===== src/rtl/debug_pkg.sv =====
// Shared command codes and controller state encoding for the UART debug controller.
package debug_pkg;

  localparam logic [7:0] CMD_LOAD  = 8'h01;
  localparam logic [7:0] CMD_RUN   = 8'h02;
  localparam logic [7:0] CMD_STEP  = 8'h03;
  localparam logic [7:0] CMD_DUMP  = 8'h04;
  localparam logic [7:0] CMD_ABORT = 8'h05;

  typedef logic [2:0] state_t;

  localparam state_t ST_IDLE      = 3'd0;
  localparam state_t ST_LOAD_RX   = 3'd1;
  localparam state_t ST_LOAD_WR   = 3'd2;
  localparam state_t ST_RUN       = 3'd3;
  localparam state_t ST_STEP      = 3'd4;
  localparam state_t ST_DUMP_LD   = 3'd5;
  localparam state_t ST_DUMP_TX   = 3'd6;
  localparam state_t ST_DUMP_WAIT = 3'd7;

endpackage


===== src/rtl/debug_word_ser.sv =====
// Holds one latched debug word and presents it to the UART one byte at a time,
// least-significant byte first.
module debug_word_ser
  import debug_pkg::*;
#(
  parameter int DATA_W = 32
) (
  input  logic              clk,
  input  logic              reset,
  input  logic              load,
  input  logic [DATA_W-1:0] word_in,
  input  logic              send,
  input  logic              shift,
  output logic              tx_start,
  output logic [7:0]        tx_data,
  output logic              last_byte
);

  localparam int BYTES = DATA_W / 8;
  localparam int CNT_W = (BYTES > 1) ? $clog2(BYTES) : 1;
  localparam logic [CNT_W-1:0] LAST_CNT = CNT_W'(BYTES - 1);

  logic [DATA_W-1:0] word_q, word_d;
  logic [CNT_W-1:0]  cnt_q, cnt_d;

  always_comb begin
    word_d = word_q;
    cnt_d  = cnt_q;
    if (load) begin
      word_d = word_in;
      cnt_d  = '0;
    end else if (shift) begin
      word_d = word_q >> 8;
      cnt_d  = (cnt_q == LAST_CNT) ? '0 : cnt_q + 1'b1;
    end
  end

  always_ff @(posedge clk or negedge reset) begin
    if (!reset) begin
      word_q <= '0;
      cnt_q  <= '0;
    end else begin
      word_q <= word_d;
      cnt_q  <= cnt_d;
    end
  end

  assign tx_start  = send;
  assign tx_data   = word_q[7:0];
  assign last_byte = (cnt_q == LAST_CNT);

endmodule


===== src/rtl/debug_ctrl.sv =====
// UART-driven debug controller: loads program words, runs or steps the CPU and
// dumps the debug word set back over the UART.
module debug_ctrl
  import debug_pkg::*;
#(
  parameter int DATA_W     = 32,
  parameter int ADDR_W     = 11,
  parameter int DUMP_WORDS = 36
) (
  input  logic                          clk,
  input  logic                          reset,
  input  logic                          rx_done_tick,
  input  logic [7:0]                    rx_data,
  input  logic                          tx_done_tick,
  output logic                          tx_start,
  output logic [7:0]                    tx_data,
  input  logic                          halt,
  output logic [ADDR_W-1:0]             mem_addr,
  output logic [DATA_W-1:0]             mem_wdata,
  output logic                          mem_we,
  output logic                          mips_en,
  output logic [$clog2(DUMP_WORDS)-1:0] dump_sel,
  input  logic [DATA_W-1:0]             dump_data,
  output logic                          busy,
  output logic                          err
);

  localparam int BYTES = DATA_W / 8;
  localparam int CNT_W = (BYTES > 1) ? $clog2(BYTES) : 1;
  localparam int SEL_W = $clog2(DUMP_WORDS);
  localparam logic [CNT_W-1:0]  LAST_CNT = CNT_W'(BYTES - 1);
  localparam logic [SEL_W-1:0]  LAST_SEL = SEL_W'(DUMP_WORDS - 1);
  localparam logic [ADDR_W-1:0] MAX_ADDR = {ADDR_W{1'b1}};

  state_t            state_q, state_d;
  logic [ADDR_W-1:0] addr_q, addr_d;
  logic [DATA_W-1:0] wdata_q, wdata_d;
  logic [CNT_W-1:0]  byte_cnt_q, byte_cnt_d;
  logic [SEL_W-1:0]  sel_q, sel_d;
  logic              err_q, err_d;
  logic              ser_load, ser_send, ser_shift, ser_last;

  always_comb begin
    state_d    = state_q;
    addr_d     = addr_q;
    wdata_d    = wdata_q;
    byte_cnt_d = byte_cnt_q;
    sel_d      = sel_q;
    err_d      = err_q;
    ser_load   = 1'b0;
    ser_send   = 1'b0;
    ser_shift  = 1'b0;
    case (state_q)
      ST_IDLE: begin
        if (rx_done_tick) begin
          case (rx_data)
            CMD_LOAD: begin
              state_d    = ST_LOAD_RX;
              addr_d     = '0;
              wdata_d    = '0;
              byte_cnt_d = '0;
              err_d      = 1'b0;
            end
            CMD_RUN:  state_d = ST_RUN;
            CMD_STEP: state_d = ST_STEP;
            CMD_DUMP: begin
              state_d = ST_DUMP_LD;
              sel_d   = '0;
            end
            default: ;
          endcase
        end
      end
      ST_LOAD_RX: begin
        // Each new byte enters at the top so the first byte ends up as the LSB.
        if (rx_done_tick) begin
          wdata_d = (wdata_q >> 8) | (DATA_W'(rx_data) << (DATA_W - 8));
          if (byte_cnt_q == LAST_CNT) begin
            byte_cnt_d = '0;
            state_d    = ST_LOAD_WR;
          end else begin
            byte_cnt_d = byte_cnt_q + 1'b1;
          end
        end
      end
      ST_LOAD_WR: begin
        if (wdata_q == '0) begin
          state_d = ST_IDLE;
          if (addr_q != MAX_ADDR) addr_d = addr_q + 1'b1;
        end else if (addr_q == MAX_ADDR) begin
          err_d   = 1'b1;
          state_d = ST_IDLE;
        end else begin
          addr_d  = addr_q + 1'b1;
          state_d = ST_LOAD_RX;
        end
      end
      ST_RUN: begin
        if (halt || (rx_done_tick && rx_data == CMD_ABORT)) state_d = ST_DUMP_LD;
      end
      ST_STEP: state_d = ST_DUMP_LD;
      ST_DUMP_LD: begin
        ser_load = 1'b1;
        state_d  = ST_DUMP_TX;
      end
      ST_DUMP_TX: begin
        ser_send = 1'b1;
        state_d  = ST_DUMP_WAIT;
      end
      ST_DUMP_WAIT: begin
        if (tx_done_tick) begin
          ser_shift = 1'b1;
          if (!ser_last) begin
            state_d = ST_DUMP_TX;
          end else if (sel_q == LAST_SEL) begin
            sel_d   = '0;
            state_d = ST_IDLE;
          end else begin
            sel_d   = sel_q + 1'b1;
            state_d = ST_DUMP_LD;
          end
        end
      end
      default: state_d = ST_IDLE;
    endcase
  end

  always_ff @(posedge clk or negedge reset) begin
    if (!reset) begin
      state_q    <= ST_IDLE;
      addr_q     <= '0;
      wdata_q    <= '0;
      byte_cnt_q <= '0;
      sel_q      <= '0;
      err_q      <= 1'b0;
    end else begin
      state_q    <= state_d;
      addr_q     <= addr_d;
      wdata_q    <= wdata_d;
      byte_cnt_q <= byte_cnt_d;
      sel_q      <= sel_d;
      err_q      <= err_d;
    end
  end

  debug_word_ser #(.DATA_W(DATA_W)) u_ser (
    .clk       (clk),
    .reset     (reset),
    .load      (ser_load),
    .word_in   (dump_data),
    .send      (ser_send),
    .shift     (ser_shift),
    .tx_start  (tx_start),
    .tx_data   (tx_data),
    .last_byte (ser_last)
  );

  assign mem_we    = (state_q == ST_LOAD_WR);
  assign mips_en   = (state_q == ST_RUN) || (state_q == ST_STEP);
  assign busy      = (state_q != ST_IDLE);
  assign mem_addr  = addr_q;
  assign mem_wdata = wdata_q;
  assign dump_sel  = sel_q;
  assign err       = err_q;

endmodule


===== config.mk =====
export PLATFORM = sky130hd
export DESIGN_NAME = debug_ctrl
export DESIGN_NICKNAME = d
export VERILOG_FILES = /design/src/rtl/debug_pkg.sv /design/src/rtl/debug_word_ser.sv /design/src/rtl/debug_ctrl.sv
export SDC_FILE = /design/constraint.sdc
export NUM_CORES = 1
export LEC_CHECK = 0
export CAP_MARGIN = 5
export CELL_PAD_IN_SITES_DETAIL_PLACEMENT = 0
export CELL_PAD_IN_SITES_GLOBAL_PLACEMENT = 1
export CORE_MARGIN = 4
export CORE_UTILIZATION = 40
export CTS_CLUSTER_SIZE = 12
export DETAILED_ROUTE_END_ITERATION = 8
export PLACE_DENSITY = 0.86
export SLEW_MARGIN = 40
export SYNTH_ARGS = -nofsm -noshare
export SYNTH_HDL_FRONTEND = slang
export SYNTH_SLANG_ARGS = --single-unit
export TNS_END_PERCENT = 10

===== constraint.sdc =====
create_clock -name clk -period 2.5 [get_ports clk]
set_input_delay 0.5 -clock clk [delete_from_list [all_inputs] [get_ports clk]]
set_output_delay 0.5 -clock clk [all_outputs]
set_load 0.02 [all_outputs]

## After elaboration in Yosys (flattened, before gate mapping)

Cells that the tools add are included.

| operators by class | value |
|---|---|
| add/subtract/negate cells | 4 |
| equality and inequality tests | 30 |
| multiplexer cells | 46 |
| bitwise gates (word level) | 1 |
| reductions and logical operators | 15 |

Operator list:

| operator | count |
|---|---|
| two-way mux 32 bit | 5 |
| case mux 32 bit (2 select lines) | 1 |
| two-way mux 11 bit | 5 |
| zero test 32 bit | 1 |
| bitwise OR 24 x 32 -> 32 bit | 1 |
| two-way mux 6 bit | 5 |
| case mux 3 bit (8 select lines) | 1 |
| case mux 11 bit (2 select lines) | 1 |
| two-way mux 3 bit | 7 |
| equality test 8 x 2 -> 1 bit (second input constant) | 2 |
| equality test 8 x 3 -> 1 bit (second input constant) | 2 |
| AND reduction 5 bit | 3 |
| two-way mux 2 bit | 7 |
| inequality test 2 bit (second input constant) | 7 |
| equality test 3 bit (second input constant) | 4 |
| case mux 3 bit (4 select lines) | 1 |
| case mux 6 bit (2 select lines) | 1 |
| adder 11 x 1 -> 11 bit (second input constant) | 1 |
| equality test 11 bit (second input constant) | 1 |
| inequality test 11 bit (second input constant) | 1 |
| two-way mux 1 bit | 10 |
| equality test 8 x 1 -> 1 bit (second input constant) | 1 |
| nonzero test 2 bit | 4 |
| adder 6 x 1 -> 6 bit (second input constant) | 1 |
| other kinds (17) | 23 |

| word-level totals | value |
|---|---|
| flip-flop bits (word level) | 89 |
| bits of input ports | 45 |
| output and inout bits | 62 |
| logic and storage cells | 104 |

## Longest topological paths before layout

Gate-level depths: netlist of the first run.

| depth | value |
|---|---|
| word-level depth | 5 |
| mapped depth | 8 |
| depth with buffers taken out | 6 |

## Cells and area by module

Synthesis of the first run repeated with hierarchy kept, for this count alone.

| second synthesis, totals | value |
|---|---|
| cells, all modules | 482 |
| area, all modules | 4435.5 µm² |

By module, submodules not included:

| module | times used | cells an instance | area each (µm²) | sequential area each (µm²) |
|---|---|---|---|---|
| debug_ctrl | 1 | 327 | 2812.7 | 1376.3 |
| debug_word_ser | 1 | 155 | 1622.8 | 850.8 |

## Least setup slack after synthesis of the first run

OpenSTA, ideal clock, no wires.

| timing | value |
|---|---|
| path type | in2reg |
| from | input rx_data[0] |
| to | register addr_q[6] (netlist: mem_addr[6]) |
| library setup time | 0.066 ns |
| arrival | 1.802 ns |
| required time | 2.434 ns |
| slack | 0.632 ns |
| cell stages on the path | 6 |
| path buffers | 1 |
| cell sequence | buf_2 -> nor4b_4 -> nand4_1 -> o2bb2ai_2 -> or4_1 -> nand2_1 |

| on the way | value |
|---|---|
| longest elaborated chain between the ends | 3 |

Ends and longest elaborated chain:

| what | RTL line | source |
|---|---|---|
| start: declaration | debug_ctrl.sv:13 | `input logic [7:0] rx_data,` |
| equality test 8 x 1 -> 1 bit | debug_ctrl.sv:56 | `case (rx_data)` |
| inequality test 2 x 1 -> 1 bit (no line) | -- |  |
| AND reduction 5 bit (no line) | -- |  |
| end signal: assignment | debug_ctrl.sv:138 | `addr_q <= addr_d;` |
| end: declaration | debug_ctrl.sv:36 | `logic [ADDR_W-1:0] addr_q, addr_d;` |

Every way passes these cells.
A chain may end at the register's enable or synchronous reset.

## Final worst setup path of the first run

| timing | value |
|---|---|
| from | register state_q[0] |
| to | output mem_we |

| on the way | value |
|---|---|
| longest elaborated chain between the ends | 1 |

Ends and longest elaborated chain:

| what | RTL line | source |
|---|---|---|
| start: declaration | debug_ctrl.sv:35 | `state_t state_q, state_d;` |
| start signal: assignment | debug_ctrl.sv:137 | `state_q <= state_d;` |
| equality test 3 x 2 -> 1 bit | debug_ctrl.sv:158 | `assign mem_we = (state_q == ST_LOAD_WR);` |
| end: declaration | debug_ctrl.sv:20 | `output logic mem_we,` |

Every way passes these cells.

==> flow_summary.toml, run 1 <==
[critical_path]
r2r-start = "state_q[1]"
ff2ff_path_depth = 6
worst-r2r-setup-slack_ns = 0.57
start_kind = "flop"
crit_start = "state_q[0]"
r2r-end = "u_ser.cnt_q[0]"
required_ns = 2.00
critPathArrivalTime_ns = 1.87
cp-end-kind = "output pin"
crit_path_end = "mem_we"
crit_type = "reg2out"
path_max_fanout = 12

[place]
gp_congestion = 0.891
dp_cells = 637
place_ws_ns = -0.0576
dpl.hpwl_mm = 7.42
io_buffer_count = 106

[detailed_routing]
ant_nets = 0
drc = 0
routedWlPerCell_um = 15.7
drt-total-wl_mm = 10.3
dr.pass1.iters = 5
drt_iter0_drc = 138
vias = 3551
post_drt_via_cell_ratio = 5.43

[pwr]
vdd_drop_max_mv = 0.427
leakage_nw = 2.52
powerDensity_nw_per_um2 = 1090

[global_routing]
grt_start_max_net_pins = 55
antenna_found_initial = 0
grt_pass1_vias = 3556
track_usage_pct = 17.7
grt.overflow.total = 0
grt_pass1_wl_mm = 17.0

[logic_synthesis]
syn-cell-area_um2 = 4190
synth_fp_nets = 459
ys.flop_type = "dfrtp_1"
synth_edf_count = 0
async_reset_ff_share_pct = 100
synth.distinct_cells = 47
synth_seq_cells = 89
syn_area_per_cell_um2 = 10.2
synth_cells = 410
yosys_warnings = 0
seq_area_frac_synth_pct = 53.2

[flow_run]
max_cap_violations = 0

[die]
core_um2 = 10300
dieHeight_um = 110
dieArea_um2 = 12200
rows = 37
io_pins = 107
start_util_pct = 40.7
die_w_um = 110

[sta]
rsz0062_at_grt = "false"
final_hold_viol_count = 0
relSlewSlack_pct = 50.8
clock_skew_ns = 0.0105
slew_violations = 0
post-route-period-util_pct = 94.7
worstMarginPinSlew_ns = 0.736
fin_crit_ns = 2.37
setup_viol = 0
setup_ws_ns = 0.133
tns_ns = 0
timing.fmax_mhz = 423

[finish]
diodes = 0
layoutNonFillerInstCount = 654
nFillCells = 964
nNetsFinal = 562
area_growth_pct = 35.3
drive_above_1_share_pct = 9.07

[clock_network]
cts.path.max_buffers = 2
clk_latency_ns = 0.36
cts_tree = "yes"
cts_made_buffers = 9
root_buffer = "clkbuf_8"
h-tree-depth = 3
clock-sinks = 89
clkSlewWorstSetupHoldPaths_ns = 0.09

[worst_hold_path]
hold_class = "in2async"

[run_status]
outcome = "finished, final reports clean"
## placed cells by master, fill, tap and decap left out, drive strengths merged, types with 2 or more instances in the layout
master         count
ha                 4
o21ai             44
o31a               3
a31oi              3
nand4              9
clkbuf            10
nor4b              2
buf               20
a32o               4
bufinv             2
inv               11
clkdlybuf4s50    105
nand2             71
a21oi              9
o31ai              6
and2               5
o22ai              3
and3               6
a22oi             10
or3                5
and4               2
nand3              9
mux2i             15
dfrtp             89
nor3               2
nor2              11
nor4               9
a22o              35
## per-layer routing
layer  vias to the layer above  GRT usage (%)  part of all wire [%]
met5                         -              0                     0
met3                        18           4.08                   6.4
li1                       1714              -                     -
met1                      1712           23.8                    45
met4                         0           6.95                   1.7
met2                       107           27.7                    47
## Yosys cell counts, drive strengths merged (4+ instances only)
library cell  number  area (um^2)
a21oi              9         45.0
a22oi             10         75.1
dfrtp             89         2230
nand4              9         62.6
and2               5         31.3
ha                 4         50.1
mux2i             15          150
nor2              11         41.3
or3                5         31.3
nand2             71          267
o31ai              6         50.1
and3               6         37.5
nor4               9         71.3
clkbuf            18         67.6
a32o               4         40.0
nand3              9         45.0
buf               15         95.1
inv                8         30.0
o21ai             44          220
a22o              35          307
## power breakdown
part / switching [mW] / internal, mW
Sequential: 0.490 / 1.99
Combinational: 1.29 / 1.25
Clock: 0.536 / 0.606
## how the worst min path moves through the flow
| stage | startpoint | end | slack (ns) |
|---|---|---|---|
| floorplan | reset | byte_cnt_q[0] | 0.20 |
| global placement | u_ser.word_q[14] | u_ser.word_q[14] | 0.46 |
| detailed placement | u_ser.word_q[18] | u_ser.word_q[18] | 0.46 |
| CTS | reset | mem_addr[8] | 0.13 |
| global route | reset | mem_wdata[1] | 0.15 |
| finish | reset | mem_addr[8] | 0.12 |
## stage by stage
stage	area (um^2)	power (mW)	util [%]	hold WS (ns)
after floorplan	4190	3.99	-	0.204
after global placement	5420	4.99	52.7	0.460
after detailed placement	5420	5.06	52.7	0.463
after CTS	5660	6.21	55.0	0.126
after global routing	5660	6.63	55.1	0.153
final	5660	6.17	55.1	0.118
## state kept, by name, summed over array words and instances, names as in the netlist
register      count
u_ser.cnt_q       2
err               1
dump_sel          6
mem_addr         11
byte_cnt_q        2
mem_wdata        32
u_ser.word_q     32
state_q           3
## final cells by class
cell class / instances / area, um^2 / area share (%)
clock buffers: 10 / 138 / 2.43
clock inverters: 6 / 97.6 / 1.72
inverters: 8 / 30.0 / 0.530
multi-input cells: 280 / 1770 / 31.3
flip-flops and latches: 89 / 2230 / 39.4
well taps: 136 / 170 / 3.00
repair buffers: 125 / 1230 / 21.6
## critical path, stage by stage, from the launching register on
cell and delay [ns]:
dfrtp_2 0.50, nor2_1 0.18, nand2_1 0.10, inv_2 0.11, clkdlybuf4s50_1 0.62
## what timing repair did
action / in CTS / in global routing
setup buffers: 0 / 1
endpoints found under the hold margin: 0 / 0
hold buffers: 0 / 0
setup endpoints to repair: 1 / 2
resized for setup: 1 / 1
## cell families (layout without fill, tap and decap cells)
| family | Yosys count | after routing | synth area share, % |
|---|---|---|---|
| AOI/OAI and AO/OA | 124 | 124 | 20.7 |
| xor gates and xnor gates | 1 | 1 | 0.209 |
| adders and majority gates | 4 | 4 | 1.20 |
| buffers and inverters | 41 | 149 | 4.60 |
| DFF | 89 | 89 | 53.2 |
| muxes | 15 | 15 | 3.59 |
| and+or+nand+nor | 136 | 136 | 16.5 |
(Power assumes the default switching activity.)
==> inputs of run 2 (changes only) <==
--- a/config.mk
+++ b/config.mk
@@ -8,7 +8,7 @@
 export CAP_MARGIN = 5
 export CELL_PAD_IN_SITES_DETAIL_PLACEMENT = 0
 export CELL_PAD_IN_SITES_GLOBAL_PLACEMENT = 1
-export CORE_MARGIN = 4
+export CORE_MARGIN = 3
 export CORE_UTILIZATION = 40
 export CTS_CLUSTER_SIZE = 12
 export DETAILED_ROUTE_END_ITERATION = 8
==> flow_summary.toml, run 2 (same netlist as run 1, synthesis figures left out) <==
[run_status]
outcome = "finished, final reports clean"

[sta]
clock_skew_ns = 0.00860
timing.fmax_mhz = 423
rsz0062_at_grt = "false"
final_hold_viol_count = 0
relSlewSlack_pct = 66.1
tns_ns = 0
worstMarginPinSlew_ns = 0.502
post-route-period-util_pct = 94.5
setup_viol = 0
fin_crit_ns = 2.36
setup_ws_ns = 0.137
slew_violations = 0

[worst_hold_path]
hold_class = "in2async"

[finish]
area_growth_pct = 35.2
layout_commonest_cell = "clkdlybuf4s50_1"
fin_area_um2 = 5660
nNetsFinal = 564
diodes = 0
final_cell_mix = "105 x clkdlybuf4s50_1, 88 x dfrtp_1, 71 x nand2_1, 40 x o21ai_1, 35 x a22o_1"
nFillCells = 883
drive_above_1_share_pct = 9.23

[critical_path]
start_kind = "flop"
path_max_fanout = 12
cp-end-kind = "output pin"
critPathArrivalTime_ns = 1.86
crit_type = "reg2out"
worst-r2r-setup-slack_ns = 0.62
required_ns = 2.00
r2r-end = "mem_addr[8]"
r2r-start = "mem_addr[0]"
worstPathCellList = "inv_1, nand2_1, o22ai_1, clkdlybuf4s50_1"
cpMaxStageDelayCell = "clkdlybuf4s50_1"
max_stage_delay_ns = 0.66
ff2ff_path_depth = 7

[place]
place_ws_ns = -0.0161
dpl.hpwl_mm = 7.41
io_buffer_count = 106
placed_area_um2 = 5430
gp_congestion = 0.858

[die]
dieHeight_um = 108
die_w_um = 108
start_util_pct = 42.0
io_pins = 107
dieArea_um2 = 11700
core_um2 = 9950
rows = 36

[global_routing]
track_usage_pct = 18.3
grt_start_max_net_pins = 55
grt_pass1_wl_mm = 17.3
grt_pass1_vias = 3449
grt.overflow.total = 0
antenna_found_initial = 0

[clock_network]
h-tree-depth = 3
clock-sinks = 89
post_cts_buffers = 0
root_buffer = "clkbuf_8"
cts_tree = "yes"
clk_latency_ns = 0.36
cts_hold_buf = 0
ctsResizeCount = 0
cts.path.max_buffers = 2
clkSlewWorstSetupHoldPaths_ns = 0.09
cts_made_buffers = 9

[detailed_routing]
vias = 3588
ant_nets = 0
drt_iter0_drc = 229
drc = 0
drt-total-wl_mm = 10.4
dr.pass1.iters = 4
post_drt_via_cell_ratio = 5.49
routedWlPerCell_um = 16.0

[pwr]
powerDensity_nw_per_um2 = 1090
leakage_nw = 2.52
vdd_drop_max_mv = 0.599

[flow_run]
max_cap_violations = 0
[run 2: cell count changes in the layout (fill, tap and decap cells not counted), sizes merged]
cell / change
buf: +2
clkinv: -1
clkinvlp: +1
[run 2: worst max path at each step]
| stage | start | end | slack, ns | cells after the start |
|---|---|---|---|---|
| finish | state_q[0] | mips_en | 0.14 | 4 |
| global route | state_q[1] | busy | 0.06 | 4 |
| CTS | state_q[0] | mips_en | 0.06 | 3 |
| detailed placement | rx_data[4] | mem_addr[6] | -0.02 | 6 |
| global placement | rx_done_tick | state_q[2] | 0.007 | 5 |
| floorplan | rx_data[0] | mem_addr[6] | 0.63 | 6 |
[run 2: stage by stage]
stage	total power, mW	instances	hold slack, ns	util [%]
global placement	5.02	637	0.461	54.5
detailed placement	5.10	637	0.468	54.5
floorplan	3.99	410	0.204	-
finish	6.20	653	0.109	56.9
global route	6.63	653	0.130	56.9
CTS	6.26	653	0.117	56.9
[run 2: worst max-delay path: cells and delay by family (launching register included)]
kind	cells	cell delay, ns
compound gates	1	0.15
buf+inv	2	0.78
simple gates	1	0.08
flops	1	0.50
[run 2: power breakdown]
part	switching (mW)	internal (mW)	total (mW)
sequential	0.488	1.99	2.48
clock	0.539	0.605	1.14
combinational	1.31	1.26	2.57
total	2.34	3.86	6.20
[run 2: layer usage]
layer | vias up | part of all wire, % | track usage, %
li1 | 1716 | - | -
met3 | 8 | 6.0 | 3.88
met1 | 1762 | 45 | 25.4
met5 | - | 0 | 0
met2 | 102 | 48 | 29.4
met4 | 0 | 1.1 | 4.42
[run 2: layout make-up]
| class | instances | area, um^2 | share of cell area (%) |
|---|---|---|---|
| timing repair buffer | 127 | 1230 | 21.7 |
| tap | 133 | 166 | 2.94 |
| multi-input combinational | 280 | 1770 | 31.3 |
| inverter | 8 | 30.0 | 0.531 |
| sequential | 89 | 2230 | 39.4 |
| clock inverter | 6 | 96.3 | 1.70 |
| clock buffer | 10 | 138 | 2.43 |
==> inputs of run 3 (changes only) <==
--- a/config.mk
+++ b/config.mk
@@ -9,10 +9,11 @@
 export CELL_PAD_IN_SITES_DETAIL_PLACEMENT = 0
 export CELL_PAD_IN_SITES_GLOBAL_PLACEMENT = 1
 export CORE_MARGIN = 3
-export CORE_UTILIZATION = 40
+export CORE_UTILIZATION = 50
 export CTS_CLUSTER_SIZE = 12
 export DETAILED_ROUTE_END_ITERATION = 8
-export PLACE_DENSITY = 0.86
+export DONT_BUFFER_PORTS = 1
+export PLACE_DENSITY = 0.83
 export SLEW_MARGIN = 40
 export SYNTH_ARGS = -nofsm -noshare
 export SYNTH_HDL_FRONTEND = slang
==> flow_summary.toml, run 3 (same netlist as run 1, synthesis figures left out) <==
[run_status]
outcome = "finished, violations left"
violations = "negative hold slack"

[finish]
multi_input_area_um2 = 1770
diodes = 0
nFillCells = 699
final_cell_mix = "89 x dfrtp_1, 71 x nand2_1, 40 x o21ai_1, 35 x a22o_1, 15 x mux2i_1"
drive_above_1_share_pct = 7.79
nNetsFinal = 442
layout_commonest_cell = "dfrtp_1"
area_growth_pct = 4.84
seq_area_um2 = 2230

[global_routing]
grt_pass1_wl_mm = 15.4
track_usage_pct = 19.5
grt_pass1_vias = 3089
grt.overflow.total = 0
antenna_found_initial = 0
grt_start_max_net_pins = 90

[critical_path]
start_kind = "flop"
r2r-end = "mem_addr[8]"
max_stage_delay_ns = 0.69
cp-end-kind = "output pin"
ff2ff_path_depth = 6
path_max_fanout = 14
critPathArrivalTime_ns = 1.73
crit_type = "reg2out"
crit_start = "state_q[1]"
r2r-start = "mem_addr[0]"
worst-r2r-setup-slack_ns = 0.36
cpMaxStageDelayCell = "dfrtp_1"
required_ns = 2.00
worstPathCellList = "nand2_1, o22ai_1"

[clock_network]
cts_made_buffers = 9
post_cts_buffers = 0
clkSlewWorstSetupHoldPaths_ns = 0.10
ctsResizeCount = 0
clock-sinks = 89
cts_tree = "yes"
clk_latency_ns = 0.35
h-tree-depth = 3
root_buffer = "clkbuf_8"
cts.path.max_buffers = 2

[sta]
hold_ws_ns = -0.168
timing.fmax_mhz = 449
tns_ns = 0
slew_violations = 0
relSlewSlack_pct = 49.9
fin_crit_ns = 2.23
setup_viol = 0
clock_skew_ns = 0.0116
post-route-period-util_pct = 89.2
worstMarginPinSlew_ns = 0.749
final_hold_viol_count = 89
rsz0062_at_grt = "false"

[die]
rows = 32
core_um2 = 7930
io_pins = 107
start_util_pct = 52.8
dieHeight_um = 97.5
dieArea_um2 = 9500
die_w_um = 97.5

[detailed_routing]
drt_iter0_drc = 160
top_layer_used = "met4"
vias = 3074
drc = 0
wl_met3_um = 622
dr.pass1.iters = 4
wl_met1_mm = 3.99
dr_wl_met2_mm = 4.39
routedWlPerCell_um = 18.2
ant_nets = 0
drt-total-wl_mm = 9.09
post_drt_via_cell_ratio = 6.15

[place]
gp_congestion = 0.801
dpl.hpwl_mm = 6.20
io_buffer_count = 0

[flow_run]
max_cap_violations = 0

[pwr]
leakage_nw = 2.03
vdd_drop_max_mv = 0.523
powerDensity_nw_per_um2 = 1180

[worst_hold_path]
hold_class = "in2async"
[run 3: worst max path at each step]
| stage | to | cells past startpoint |
|---|---|---|
| floorplan | mem_addr[6] | 6 |
| global placement | mem_addr[6] | 5 |
| detailed placement | mem_addr[8] | 6 |
| CTS | mips_en | 2 |
| global route | mips_en | 2 |
| finish | mips_en | 2 |
[run 3: worst max-delay path, delay by kind of cell (launching register included)]
kind             cells  cell delay (ns)
flip-flops           1             0.69
AO/OA/AOI/OAI        1             0.50
AND/OR/NAND/NOR      1             0.19
[run 3: area by class of cell]
cell class / count / area share [%]
tap: 102 / 2.91
multi-input combinational: 280 / 40.4
sequential: 89 / 50.8
clock buffer: 9 / 2.82
timing repair buffer: 5 / 0.855
clock inverter: 7 / 1.54
inverter: 8 / 0.684
[run 3: stage by stage]
step | power, mW | std cells | utilization (%) | area [um^2] | setup WS, ns
3_3_place_gp | 4.23 | 484 | 52.9 | 4200 | 0.427
4_1_cts | 5.25 | 500 | 55.4 | 4390 | 0.286
6_report | 5.20 | 500 | 55.4 | 4390 | 0.271
3_5_place_dp | 4.28 | 484 | 52.9 | 4200 | 0.359
5_1_grt | 5.59 | 500 | 55.4 | 4390 | 0.154
2_1_floorplan | 3.99 | 410 | - | 4190 | 0.632
[run 3: layer usage]
layer	global-route usage, %	vias up
li1	-	1473
met1	24.8	1502
met2	31.9	91
met3	5.89	8
met4	6.07	0
met5	0	-
[run 3: power breakdown]
group / switching [mW] / internal (mW)
Clock: 0.574 / 0.392
Sequential: 0.931 / 1.98
Combinational: 0.697 / 0.621
